[src/rtl/alu_ablaufsteuerung_if.sv]
// Handshake and ALU bus bundle for the ALU sequencer.
// slave modport: sequencer side (accepts requests, drives the ALU and returns results).
// master modport: environment side (instruction control, ALU and result consumer).
interface alu_ablaufsteuerung_if;
  logic        AuftragGueltig;
  logic        AuftragBereit;
  logic [5:0]  AuftragFunktionsCode;
  logic [31:0] AuftragDaten1;
  logic [31:0] AuftragDaten2;
  logic [31:0] AluDaten1;
  logic [31:0] AluDaten2;
  logic [5:0]  AluFunktionsCode;
  logic        AluStart;
  logic        AluSchreiben;
  logic [31:0] AluErgebnis;
  logic        DivisionFertig;
  logic        WurzelFertig;
  logic        ErgebnisGueltig;
  logic        ErgebnisBereit;
  logic [31:0] ErgebnisDaten;
  logic        Fehler;
  logic        Belegt;

  modport slave (
    input  AuftragGueltig, AuftragFunktionsCode, AuftragDaten1, AuftragDaten2,
    input  AluErgebnis, DivisionFertig, WurzelFertig, ErgebnisBereit,
    output AuftragBereit, AluDaten1, AluDaten2, AluFunktionsCode, AluStart,
    output AluSchreiben, ErgebnisGueltig, ErgebnisDaten, Fehler, Belegt
  );

  modport master (
    output AuftragGueltig, AuftragFunktionsCode, AuftragDaten1, AuftragDaten2,
    output AluErgebnis, DivisionFertig, WurzelFertig, ErgebnisBereit,
    input  AuftragBereit, AluDaten1, AluDaten2, AluFunktionsCode, AluStart,
    input  AluSchreiben, ErgebnisGueltig, ErgebnisDaten, Fehler, Belegt
  );
endinterface

[src/rtl/alu_ablaufsteuerung.sv]
// Sequencer between instruction control and the ALU: one op at a time, start/write pulses, result capture.
// Latency: fixed ops W+3 cycles to result valid; div/mod/sqrt complete on done rising edge (+3), or time out.
// Backpressure: request ready only when idle; result held stable until ErgebnisBereit is sampled high.
// Ports: Clock, Reset (async, active-low), bus (request in, ALU operands/pulses out, ALU result and done
// inputs, result handshake out, Fehler qualifies the result, Belegt high whenever not idle).
module alu_ablaufsteuerung #(
  parameter int LATENZ_EINFACH = 1,
  parameter int LATENZ_FADD    = 8,
  parameter int LATENZ_FMUL    = 6,
  parameter int LATENZ_FSQRT   = 40,
  parameter int LATENZ_FDIV    = 40,
  parameter int ZEITLIMIT      = 255,
  parameter int ZAEHLER_BREITE = 8
) (
  input logic                  Clock,
  input logic                  Reset,
  alu_ablaufsteuerung_if.slave bus
);

  localparam logic [ZAEHLER_BREITE-1:0] W_EINFACH = ZAEHLER_BREITE'(LATENZ_EINFACH);
  localparam logic [ZAEHLER_BREITE-1:0] W_FADD    = ZAEHLER_BREITE'(LATENZ_FADD);
  localparam logic [ZAEHLER_BREITE-1:0] W_FMUL    = ZAEHLER_BREITE'(LATENZ_FMUL);
  localparam logic [ZAEHLER_BREITE-1:0] W_FSQRT   = ZAEHLER_BREITE'(LATENZ_FSQRT);
  localparam logic [ZAEHLER_BREITE-1:0] W_FDIV    = ZAEHLER_BREITE'(LATENZ_FDIV);
  localparam logic [ZAEHLER_BREITE-1:0] W_LIMIT   = ZAEHLER_BREITE'(ZEITLIMIT);
  localparam logic [ZAEHLER_BREITE-1:0] EINS      = ZAEHLER_BREITE'(1);

  typedef enum logic [2:0] {
    LEERLAUF, START, WARTEN, SCHREIBEN, ERFASSEN, AUSGABE
  } zustand_t;

  // How an op terminates its WARTEN phase.
  typedef enum logic [1:0] {
    ART_FEST, ART_DIVISION, ART_WURZEL, ART_ILLEGAL
  } art_t;

  zustand_t                  zustand;
  art_t                      art;
  logic [ZAEHLER_BREITE-1:0] zaehler;
  logic                      division_vorher;
  logic                      wurzel_vorher;

  art_t                      neu_art;
  logic [ZAEHLER_BREITE-1:0] neu_wartezeit;
  logic                      fertig_flanke;

  // Classify the requested code; done-terminated ops load the timeout limit instead of a latency.
  always_comb begin
    neu_art       = ART_ILLEGAL;
    neu_wartezeit = W_EINFACH;
    if (!bus.AuftragFunktionsCode[5]) begin
      case (bus.AuftragFunktionsCode[4:0])
        5'd3: begin
          neu_art       = ART_WURZEL;
          neu_wartezeit = W_LIMIT;
        end
        5'd4, 5'd5: begin
          neu_art       = ART_DIVISION;
          neu_wartezeit = W_LIMIT;
        end
        5'd0, 5'd1, 5'd2, 5'd6, 5'd7, 5'd8, 5'd9,
        5'd16, 5'd17, 5'd18, 5'd19, 5'd20, 5'd21,
        5'd24, 5'd25, 5'd26, 5'd27, 5'd28: begin
          neu_art       = ART_FEST;
          neu_wartezeit = W_EINFACH;
        end
        default: ;
      endcase
    end else begin
      case (bus.AuftragFunktionsCode[4:0])
        5'd0, 5'd1: begin
          neu_art       = ART_FEST;
          neu_wartezeit = W_FADD;
        end
        5'd2: begin
          neu_art       = ART_FEST;
          neu_wartezeit = W_FMUL;
        end
        5'd3: begin
          neu_art       = ART_FEST;
          neu_wartezeit = W_FSQRT;
        end
        5'd4: begin
          neu_art       = ART_FEST;
          neu_wartezeit = W_FDIV;
        end
        default: ;
      endcase
    end
  end

  // Only a fresh 0->1 transition completes; a level left high by an earlier op is not a completion.
  always_comb begin
    fertig_flanke = 1'b0;
    if (art == ART_DIVISION) fertig_flanke = bus.DivisionFertig & ~division_vorher;
    else if (art == ART_WURZEL) fertig_flanke = bus.WurzelFertig & ~wurzel_vorher;
  end

  always_ff @(posedge Clock or negedge Reset) begin
    if (!Reset) begin
      zustand              <= LEERLAUF;
      art                  <= ART_FEST;
      zaehler              <= '0;
      division_vorher      <= 1'b0;
      wurzel_vorher        <= 1'b0;
      bus.AuftragBereit    <= 1'b0;
      bus.AluDaten1        <= '0;
      bus.AluDaten2        <= '0;
      bus.AluFunktionsCode <= '0;
      bus.AluStart         <= 1'b0;
      bus.AluSchreiben     <= 1'b0;
      bus.ErgebnisGueltig  <= 1'b0;
      bus.ErgebnisDaten    <= '0;
      bus.Fehler           <= 1'b0;
      bus.Belegt           <= 1'b0;
    end else begin
      // Done inputs are sampled every cycle so the START cycle primes the edge detector.
      division_vorher  <= bus.DivisionFertig;
      wurzel_vorher    <= bus.WurzelFertig;
      bus.AluStart     <= 1'b0;
      bus.AluSchreiben <= 1'b0;

      case (zustand)
        LEERLAUF: begin
          if (!bus.AuftragBereit) begin
            // First cycle after reset release: advertise readiness.
            bus.AuftragBereit <= 1'b1;
          end else if (bus.AuftragGueltig) begin
            bus.AluDaten1        <= bus.AuftragDaten1;
            bus.AluDaten2        <= bus.AuftragDaten2;
            bus.AluFunktionsCode <= bus.AuftragFunktionsCode;
            bus.AuftragBereit    <= 1'b0;
            bus.Belegt           <= 1'b1;
            bus.ErgebnisDaten    <= '0;
            art                  <= neu_art;
            zaehler              <= neu_wartezeit;
            if (neu_art == ART_ILLEGAL) begin
              // Never pulse the ALU; report the error straight away.
              bus.Fehler          <= 1'b1;
              bus.ErgebnisGueltig <= 1'b1;
              zustand             <= AUSGABE;
            end else begin
              bus.Fehler   <= 1'b0;
              bus.AluStart <= 1'b1;
              zustand      <= START;
            end
          end
        end

        START: zustand <= WARTEN;

        WARTEN: begin
          if (art == ART_FEST) begin
            if (zaehler <= EINS) begin
              bus.AluSchreiben <= 1'b1;
              zustand          <= SCHREIBEN;
            end else begin
              zaehler <= zaehler - EINS;
            end
          end else if (fertig_flanke) begin
            // A completion in the last allowed cycle still wins over the timeout.
            bus.AluSchreiben <= 1'b1;
            zustand          <= SCHREIBEN;
          end else if (zaehler <= EINS) begin
            bus.ErgebnisDaten   <= '0;
            bus.Fehler          <= 1'b1;
            bus.ErgebnisGueltig <= 1'b1;
            zustand             <= AUSGABE;
          end else begin
            zaehler <= zaehler - EINS;
          end
        end

        SCHREIBEN: zustand <= ERFASSEN;

        ERFASSEN: begin
          bus.ErgebnisDaten   <= bus.AluErgebnis;
          bus.Fehler          <= 1'b0;
          bus.ErgebnisGueltig <= 1'b1;
          zustand             <= AUSGABE;
        end

        AUSGABE: begin
          if (bus.ErgebnisBereit) begin
            bus.ErgebnisGueltig <= 1'b0;
            bus.AuftragBereit   <= 1'b1;
            bus.Belegt          <= 1'b0;
            zaehler             <= '0;
            zustand             <= LEERLAUF;
          end
        end

        default: zustand <= LEERLAUF;
      endcase
    end
  end

endmodule

[src/flat_wrapper.sv]
// flat-port wrapper written by rule: the top's interface ports become plain ports
module alu_ablaufsteuerung_flat 
#(
  parameter int LATENZ_EINFACH = 1,
  parameter int LATENZ_FADD    = 8,
  parameter int LATENZ_FMUL    = 6,
  parameter int LATENZ_FSQRT   = 40,
  parameter int LATENZ_FDIV    = 40,
  parameter int ZEITLIMIT      = 255,
  parameter int ZAEHLER_BREITE = 8
)
  (Clock, Reset, bus_AuftragGueltig, bus_AuftragFunktionsCode, bus_AuftragDaten1, bus_AuftragDaten2, bus_AluErgebnis, bus_DivisionFertig, bus_WurzelFertig, bus_ErgebnisBereit, bus_AuftragBereit, bus_AluDaten1, bus_AluDaten2, bus_AluFunktionsCode, bus_AluStart, bus_AluSchreiben, bus_ErgebnisGueltig, bus_ErgebnisDaten, bus_Fehler, bus_Belegt);
  alu_ablaufsteuerung_if bus_i ();
  input logic Clock;
  input logic Reset;
  input wire logic [$bits(bus_i.AuftragGueltig)-1:0] bus_AuftragGueltig;
  input wire logic [$bits(bus_i.AuftragFunktionsCode)-1:0] bus_AuftragFunktionsCode;
  input wire logic [$bits(bus_i.AuftragDaten1)-1:0] bus_AuftragDaten1;
  input wire logic [$bits(bus_i.AuftragDaten2)-1:0] bus_AuftragDaten2;
  input wire logic [$bits(bus_i.AluErgebnis)-1:0] bus_AluErgebnis;
  input wire logic [$bits(bus_i.DivisionFertig)-1:0] bus_DivisionFertig;
  input wire logic [$bits(bus_i.WurzelFertig)-1:0] bus_WurzelFertig;
  input wire logic [$bits(bus_i.ErgebnisBereit)-1:0] bus_ErgebnisBereit;
  output wire logic [$bits(bus_i.AuftragBereit)-1:0] bus_AuftragBereit;
  output wire logic [$bits(bus_i.AluDaten1)-1:0] bus_AluDaten1;
  output wire logic [$bits(bus_i.AluDaten2)-1:0] bus_AluDaten2;
  output wire logic [$bits(bus_i.AluFunktionsCode)-1:0] bus_AluFunktionsCode;
  output wire logic [$bits(bus_i.AluStart)-1:0] bus_AluStart;
  output wire logic [$bits(bus_i.AluSchreiben)-1:0] bus_AluSchreiben;
  output wire logic [$bits(bus_i.ErgebnisGueltig)-1:0] bus_ErgebnisGueltig;
  output wire logic [$bits(bus_i.ErgebnisDaten)-1:0] bus_ErgebnisDaten;
  output wire logic [$bits(bus_i.Fehler)-1:0] bus_Fehler;
  output wire logic [$bits(bus_i.Belegt)-1:0] bus_Belegt;
  assign bus_i.AuftragGueltig = bus_AuftragGueltig;
  assign bus_i.AuftragFunktionsCode = bus_AuftragFunktionsCode;
  assign bus_i.AuftragDaten1 = bus_AuftragDaten1;
  assign bus_i.AuftragDaten2 = bus_AuftragDaten2;
  assign bus_i.AluErgebnis = bus_AluErgebnis;
  assign bus_i.DivisionFertig = bus_DivisionFertig;
  assign bus_i.WurzelFertig = bus_WurzelFertig;
  assign bus_i.ErgebnisBereit = bus_ErgebnisBereit;
  assign bus_AuftragBereit = bus_i.AuftragBereit;
  assign bus_AluDaten1 = bus_i.AluDaten1;
  assign bus_AluDaten2 = bus_i.AluDaten2;
  assign bus_AluFunktionsCode = bus_i.AluFunktionsCode;
  assign bus_AluStart = bus_i.AluStart;
  assign bus_AluSchreiben = bus_i.AluSchreiben;
  assign bus_ErgebnisGueltig = bus_i.ErgebnisGueltig;
  assign bus_ErgebnisDaten = bus_i.ErgebnisDaten;
  assign bus_Fehler = bus_i.Fehler;
  assign bus_Belegt = bus_i.Belegt;
  alu_ablaufsteuerung #(.LATENZ_EINFACH(LATENZ_EINFACH), .LATENZ_FADD(LATENZ_FADD), .LATENZ_FMUL(LATENZ_FMUL), .LATENZ_FSQRT(LATENZ_FSQRT), .LATENZ_FDIV(LATENZ_FDIV), .ZEITLIMIT(ZEITLIMIT), .ZAEHLER_BREITE(ZAEHLER_BREITE)) u_core (.Clock(Clock), .Reset(Reset), .bus(bus_i));
endmodule
[config.mk]
export PLATFORM = sky130hd
export DESIGN_NAME = alu_ablaufsteuerung_flat
export DESIGN_NICKNAME = d
export VERILOG_FILES = /design/src/rtl/alu_ablaufsteuerung_if.sv /design/src/rtl/alu_ablaufsteuerung.sv /design/src/flat_wrapper.sv
export SDC_FILE = /design/constraint.sdc
export NUM_CORES = 1
export LEC_CHECK = 0
export BUFFER_PORTS_ARGS = -buffer_cell sky130_fd_sc_hd__buf_2
export CAP_MARGIN = 10
export CORE_UTILIZATION = 40
export DETAILED_ROUTE_END_ITERATION = 10
export PLACE_DENSITY = 0.79
export SYNTH_ARGS = -nofsm -noshare
export SYNTH_HDL_FRONTEND = slang
export SYNTH_SLANG_ARGS = --single-unit
[constraint.sdc]
create_clock -name Clock -period 2.2 [get_ports Clock]
set_clock_uncertainty 0.1 [all_clocks]
set_input_delay 0 -clock Clock [delete_from_list [all_inputs] [get_ports Clock]]
set_output_delay 0 -clock Clock [all_outputs]
set_load 0.05 [all_outputs]
# ---- After elaboration in Yosys (flattened, before gate mapping)
# Cells that the tools add are included.
# W data, S select, Z words.
dict set report word_totals {
  wordCells 136
  reg_bits 123
}
dict set report classes {
  muxes 57
  n_reduce_logical 20
  magnitude_cmp 1
  n_eq_ne 38
  n_addsub 1
  n_bitwise 4
}
# operator n
set op_table {}
lappend op_table {{$mux W32} 5}
lappend op_table {{$pmux W32 S3} 1}
lappend op_table {{$mux W8} 8}
lappend op_table {{$eq A5 B5 Y1 const B} 11}
lappend op_table {{$mux W1} 25}
lappend op_table {{$mux W3} 8}
lappend op_table {{$pmux W8 S3} 1}
lappend op_table {{$eq A5 B3 Y1 const B} 4}
lappend op_table {{$pmux W3 S6} 1}
lappend op_table {{$pmux W6 S3} 1}
lappend op_table {{$reduce_or A18 Y1} 1}
lappend op_table {{$eq A5 B2 Y1 const B} 2}
lappend op_table {{$eq A5 B4 Y1 const B} 2}
lappend op_table {{$reduce_and A5 Y1} 2}
lappend op_table {{$le A8 B1 Y1 const B} 1}
lappend op_table {{$ne A2 B2 Y1 const B} 4}
lappend op_table {{$reduce_and A8 Y1} 1}
lappend op_table {{$sub A8 B1 Y8 const B} 1}
lappend op_table {{$eq A3 B2 Y1 const B} 2}
lappend op_table {{$eq A3 B3 Y1 const B} 2}
lappend op_table {{$ne A2 B1 Y1 const B} 3}
lappend op_table {{$ne A3 B3 Y1 const B} 2}
lappend op_table {{$pmux W2 S3} 1}
lappend op_table {{$reduce_and A6 Y1} 1}
lappend op_table {{23 further kinds} 31}

# ---- Logic depth before layout (Yosys ltp)
dict set report logic_depth {
  depth_word 9
  depth_mapped 7
  ltp_nobuf 6
}

# ---- Least setup slack after synthesis
# No wires, ideal clock.
dict set report synth_path {
  path_type {register to register}
  start {register u_core.bus.AuftragBereit}
  end {register u_core.zaehler[3]}
  setup_ns 0.127
  n_path_buf 1
  arrival_time_ns 1.914
  setup_slack_ns 0.059
  stages_incl_launch_ff 7
  required_ns 1.973
  path_cell_list {dfrtp_1 -> nand2_1 -> a211oi_2 -> a21oi_2 -> or2_1 -> buf_4 -> mux2_1}
}
dict set report synth_via {
  elab_chain_len 2
}
# item line_no
set synth_rtl {}
lappend synth_rtl {{from (decl)} alu_ablaufsteuerung_if.sv:27} ;# output AuftragBereit, AluDaten1, AluDaten2, AluFunktionsCode, AluStart,
lappend synth_rtl {{from (signal assigned)} alu_ablaufsteuerung.sv:106} ;# bus.AuftragBereit <= 1'b0;
lappend synth_rtl {{from (signal assigned)} alu_ablaufsteuerung.sv:127} ;# bus.AuftragBereit <= 1'b1;
lappend synth_rtl {{from (signal assigned)} alu_ablaufsteuerung.sv:132} ;# bus.AuftragBereit <= 1'b0;
lappend synth_rtl {{$ne A2 B1 Y1 (no line)} -}
lappend synth_rtl {{$reduce_and A5 Y1 (no line)} -}
lappend synth_rtl {{to (signal assigned)} alu_ablaufsteuerung.sv:136} ;# zaehler <= neu_wartezeit;
lappend synth_rtl {{to (signal assigned)} alu_ablaufsteuerung.sv:158} ;# zaehler <= zaehler - EINS;
lappend synth_rtl {{to (signal assigned)} alu_ablaufsteuerung.sv:170} ;# zaehler <= zaehler - EINS;
lappend synth_rtl {{to (decl)} alu_ablaufsteuerung.sv:39} ;# logic [ZAEHLER_BREITE-1:0] zaehler;
# No other way between the ends.
# A chain may end at the register's enable or synchronous reset.

# ---- Worst setup path after layout
dict set report layout_path {
  start {register u_core.zustand[2]}
  end {register u_core.zaehler[3]}
}
dict set report layout_via {
  elab_chain_len 3
  elab_cells_between_ends 10
  cone_classes {eq/ne (6); mux (1); reduce/logical (3)}
}
# item line_no
set layout_rtl {}
lappend layout_rtl {{from (decl)} alu_ablaufsteuerung.sv:37} ;# zustand_t zustand;
lappend layout_rtl {{from (signal assigned)} alu_ablaufsteuerung.sv:101} ;# zustand <= LEERLAUF;
lappend layout_rtl {{from (signal assigned)} alu_ablaufsteuerung.sv:141} ;# zustand <= AUSGABE;
lappend layout_rtl {{from (signal assigned)} alu_ablaufsteuerung.sv:145} ;# zustand <= START;
lappend layout_rtl {{$eq A3 B2 Y1, or another cell as far along} alu_ablaufsteuerung.sv:123} ;# case (zustand)
lappend layout_rtl {{$ne A3 B3 Y1 (no line), or another cell as far along} -}
lappend layout_rtl {{$reduce_and A5 Y1 (no line)} -}
# Parallel ways exist; a longest one is shown, timed or not.

==> results.sh <==
export IMPL_wirelength_um=15340
export IMPL_p_leak_nw=4.018
export IMPL_rsz0062_at_grt="no"
export IMPL_maxCapViolations=0
export IMPL_r2r_end="u_core.zaehler[3]$_DFFE_PN0P_"
export IMPL_dieArea_sq_mm=0.01332
export IMPL_antenna_found_initial=0
export IMPL_core_area_sq_mm=0.01257
export IMPL_cts_tree="yes"
export IMPL_seq_area_frac_synth=0.5982
export IMPL_synth_edf_count=0
export IMPL_cts_sinks=123
export IMPL_port_buffers=215
export IMPL_outcome="finished, final reports clean"
export IMPL_die_y_um=115.4
export IMPL_r2r_start="u_core.zustand[2]$_DFFE_PN0P_"
export IMPL_ir_worst_vdd_mv=1.168
export IMPL_cts_clk_slew_worst_paths_ns=0.06
export IMPL_cts_buffer_depth=2
export IMPL_ant_nets=0
export IMPL_initial_core_util=0.4094
export IMPL_synth_area_leaders="dfrtp_1 (60%), mux2_2 (15%), a22o_1 (5.6%)"
export IMPL_syn_inst=397
export IMPL_finalNetCount=837
export IMPL_num_vias=4650
export IMPL_reg2reg_slack_ns=0.19
export IMPL_critPathKind="register to register"
export IMPL_relSlewSlack=0.5034
export IMPL_ioPinCount=216
export IMPL_drv_slew=0
export IMPL_viasPerCell=5.110
export IMPL_synth_mux_area_fraction=0.1510
export IMPL_cp_arrival_ns=2.26
export IMPL_htree_num_levels=4
export IMPL_ys_types=52
export IMPL_mostFrequentLayoutCell="buf_2"
export IMPL_worstPathRequired_ns=2.45
export IMPL_hp_class="primary input to asynchronous set/reset pin"
export IMPL_ys_seq_elements=123
export IMPL_drive_above_1_share=0.4566
export IMPL_multi_input_area_sq_mm=0.001931
export IMPL_drc_errors=0
export IMPL_syn_area_sq_mm=0.005145
export IMPL_grt_usage=0.2362
export IMPL_cp_end_kind="register"
export IMPL_cp_start_kind="register"
export IMPL_grt_pass1_vias=4906
export IMPL_setup_violations=0
export IMPL_synth_compound_area_share=0.1525
export IMPL_synth_top_family_by_area="compound AO/OA/AOI/OAI gates"
export IMPL_synth_top_area_cell="dfrtp_1"
export IMPL_synthAdderAreaFrac=0.004864
export IMPL_path_max_fanout=12
export IMPL_fillCellCount=882
export IMPL_n_antenna_cell=0
export IMPL_cts_buffers_inserted=17
export IMPL_rows=41
export IMPL_place_congestion=0.8983
export IMPL_final_util=0.6449
export IMPL_worst_pin_slew_ns=0.7449
export IMPL_clock_root_buffer="clkbuf_16"
export IMPL_finalHoldViolCount=0
export IMPL_wl_per_cell_um=16.86
export IMPL_period_needed_ns=2.008
export IMPL_grt_max_degree=57
export IMPL_avgSynthCellArea_sq_um=12.96
export IMPL_synthXorXnorAreaFrac=0.003405
export IMPL_final_cell_mix="buf_2 (214), dfrtp_1 (123), dlygate4sd3_1 (107), mux2_2 (68), a22o_1 (33)"
export IMPL_power_density_mw_per_mm2=1666
export IMPL_cts_setup_buffers=0
export IMPL_fin_crit_sh=0.9128
export IMPL_synthArstFlopShare=1.000
export IMPL_yosysTopAreaCellShare=0.5982
export IMPL_synth_simple_area_share=0.05885
export IMPL_drtPass1Iterations=6
export IMPL_gr_total_overflow=0
export IMPL_synth_main_ff_cell="dfrtp_1"
export IMPL_syn_num_nets=507
export IMPL_clkLatencyLatePin_ns=0.41
export IMPL_finalSetupTns_ns=0
export IMPL_first_iter_violations=259
export IMPL_ff2ff_path_depth=5
export IMPL_hpwlAfterDp_um=9025
export IMPL_layout_area_seq_sq_mm=0.003078
export IMPL_area_delta_synth_final_pct=57.54
export IMPL_max_freq_mhz=497.9
export IMPL_die_w_um=115.4
export IMPL_yosysWarningCount=0
export IMPL_grt_first_pass_wirelength_um=23870
worst max path at each step:
stage               depth (start not counted)  slack, ns                                       end                            startpoint
floorplan                                   6       0.06             u_core.zaehler[3]$_DFFE_PN0P_  u_core.bus.AuftragBereit$_DFFE_PN0P_
global placement                            7       0.24  u_core.bus.ErgebnisDaten[27]$_DFFE_PN0P_         u_core.zaehler[0]$_DFFE_PN0P_
detailed placement                          7       0.14  u_core.bus.ErgebnisDaten[29]$_DFFE_PN0P_         u_core.zaehler[0]$_DFFE_PN0P_
CTS                                         7       0.12   u_core.bus.ErgebnisDaten[9]$_DFFE_PN0P_         u_core.zaehler[0]$_DFFE_PN0P_
global route                                7       0.04  u_core.bus.ErgebnisDaten[14]$_DFFE_PN0P_         u_core.zaehler[0]$_DFFE_PN0P_
finish                                      5       0.19             u_core.zaehler[3]$_DFFE_PN0P_         u_core.zustand[2]$_DFFE_PN0P_
stage by stage:
step / hold slack, ns / std cells / cell area [sq um] / worst slack (ns) / total power, mW
after floorplan: -0.3956 / 397 / 5145 / 0.05899 / 8.989
after global routing: 0.1575 / 910 / 8105 / 0.03962 / 14.09
final: 0.1073 / 910 / 8105 / 0.1917 / 13.50
after CTS: 0.1334 / 910 / 8093 / 0.1171 / 13.41
after global placement: 0.007404 / 773 / 6479 / 0.2397 / 10.46
after detailed placement: 0.01430 / 773 / 6479 / 0.1390 / 10.66
timing repair:
action | 4_1_cts | 5_1_grt
endpoints found under the setup margin | 0 | 32
hold buffers | 107 | 0
resized for setup | 0 | 2
endpoints found under the hold margin | 165 | 0
power breakdown:
part,internal (mW),switching (mW)
Sequential,3.26,0.625
Combinational,2.15,4.92
Clock,1.56,0.992
sequential cells by signal (all words and copies together), names as in the netlist, 2 cells and up:
name / flops
u_core.bus.ErgebnisDaten: 32
u_core.zaehler: 8
u_core.bus.AluFunktionsCode: 6
u_core.zustand: 3
u_core.bus.AluDaten2: 32
u_core.bus.AluDaten1: 32
u_core.art: 2
cells in the mapped netlist (2+ instances only):
cell type,count
buf_2,11
clkbuf_1,9
o22ai_1,4
nand2_1,15
o21bai_1,2
a21oi_2,3
inv_1,12
a22o_1,33
mux2_2,68
a211oi_1,2
o31ai_1,5
nor3_1,6
a31oi_1,5
nor2_1,14
o21ai_1,3
nand2b_1,4
buf_4,2
ha_1,2
o21ai_0,18
a21oi_1,17
o22a_1,3
a211oi_2,2
dfrtp_1,123
nand3_1,6
worst max-delay path, stage by stage (launching register included):
cell      delay (ns)
dfrtp_1         0.49
and3b_1         0.28
or4_4           0.45
a211oi_2        0.34
a31o_1          0.17
mux2_1          0.12
layout make-up:
cell class	count	share of cell area
clock buffers	19	0.05465
clock inverters	11	0.01235
inverters	12	0.005557
multi-input cells	239	0.2382
flip-flops and latches	123	0.3797
well taps	172	0.02655
repair buffers	334	0.2830
routing by layer:
metal	track usage	vias to the layer above	wire length [um]	part of all wire
met5	0	-	0	0
li1	-	2108	-	-
met4	0.1229	0	552	0.036
met1	0.2546	2276	5770	0.38
met3	0.07218	48	889	0.058
met2	0.4176	218	8131	0.53
kinds of logic (layout without fill, tap and decap cells):
kind of cell    Yosys count  in the layout
flops                   123            123
mux                      69             69
compound gates          108            108
fa+ha+maj                 2              2
xor+xnor                  2              2
buf+inv                  35            376
simple gates             58             58
Power figures use the tool's default switching activity.
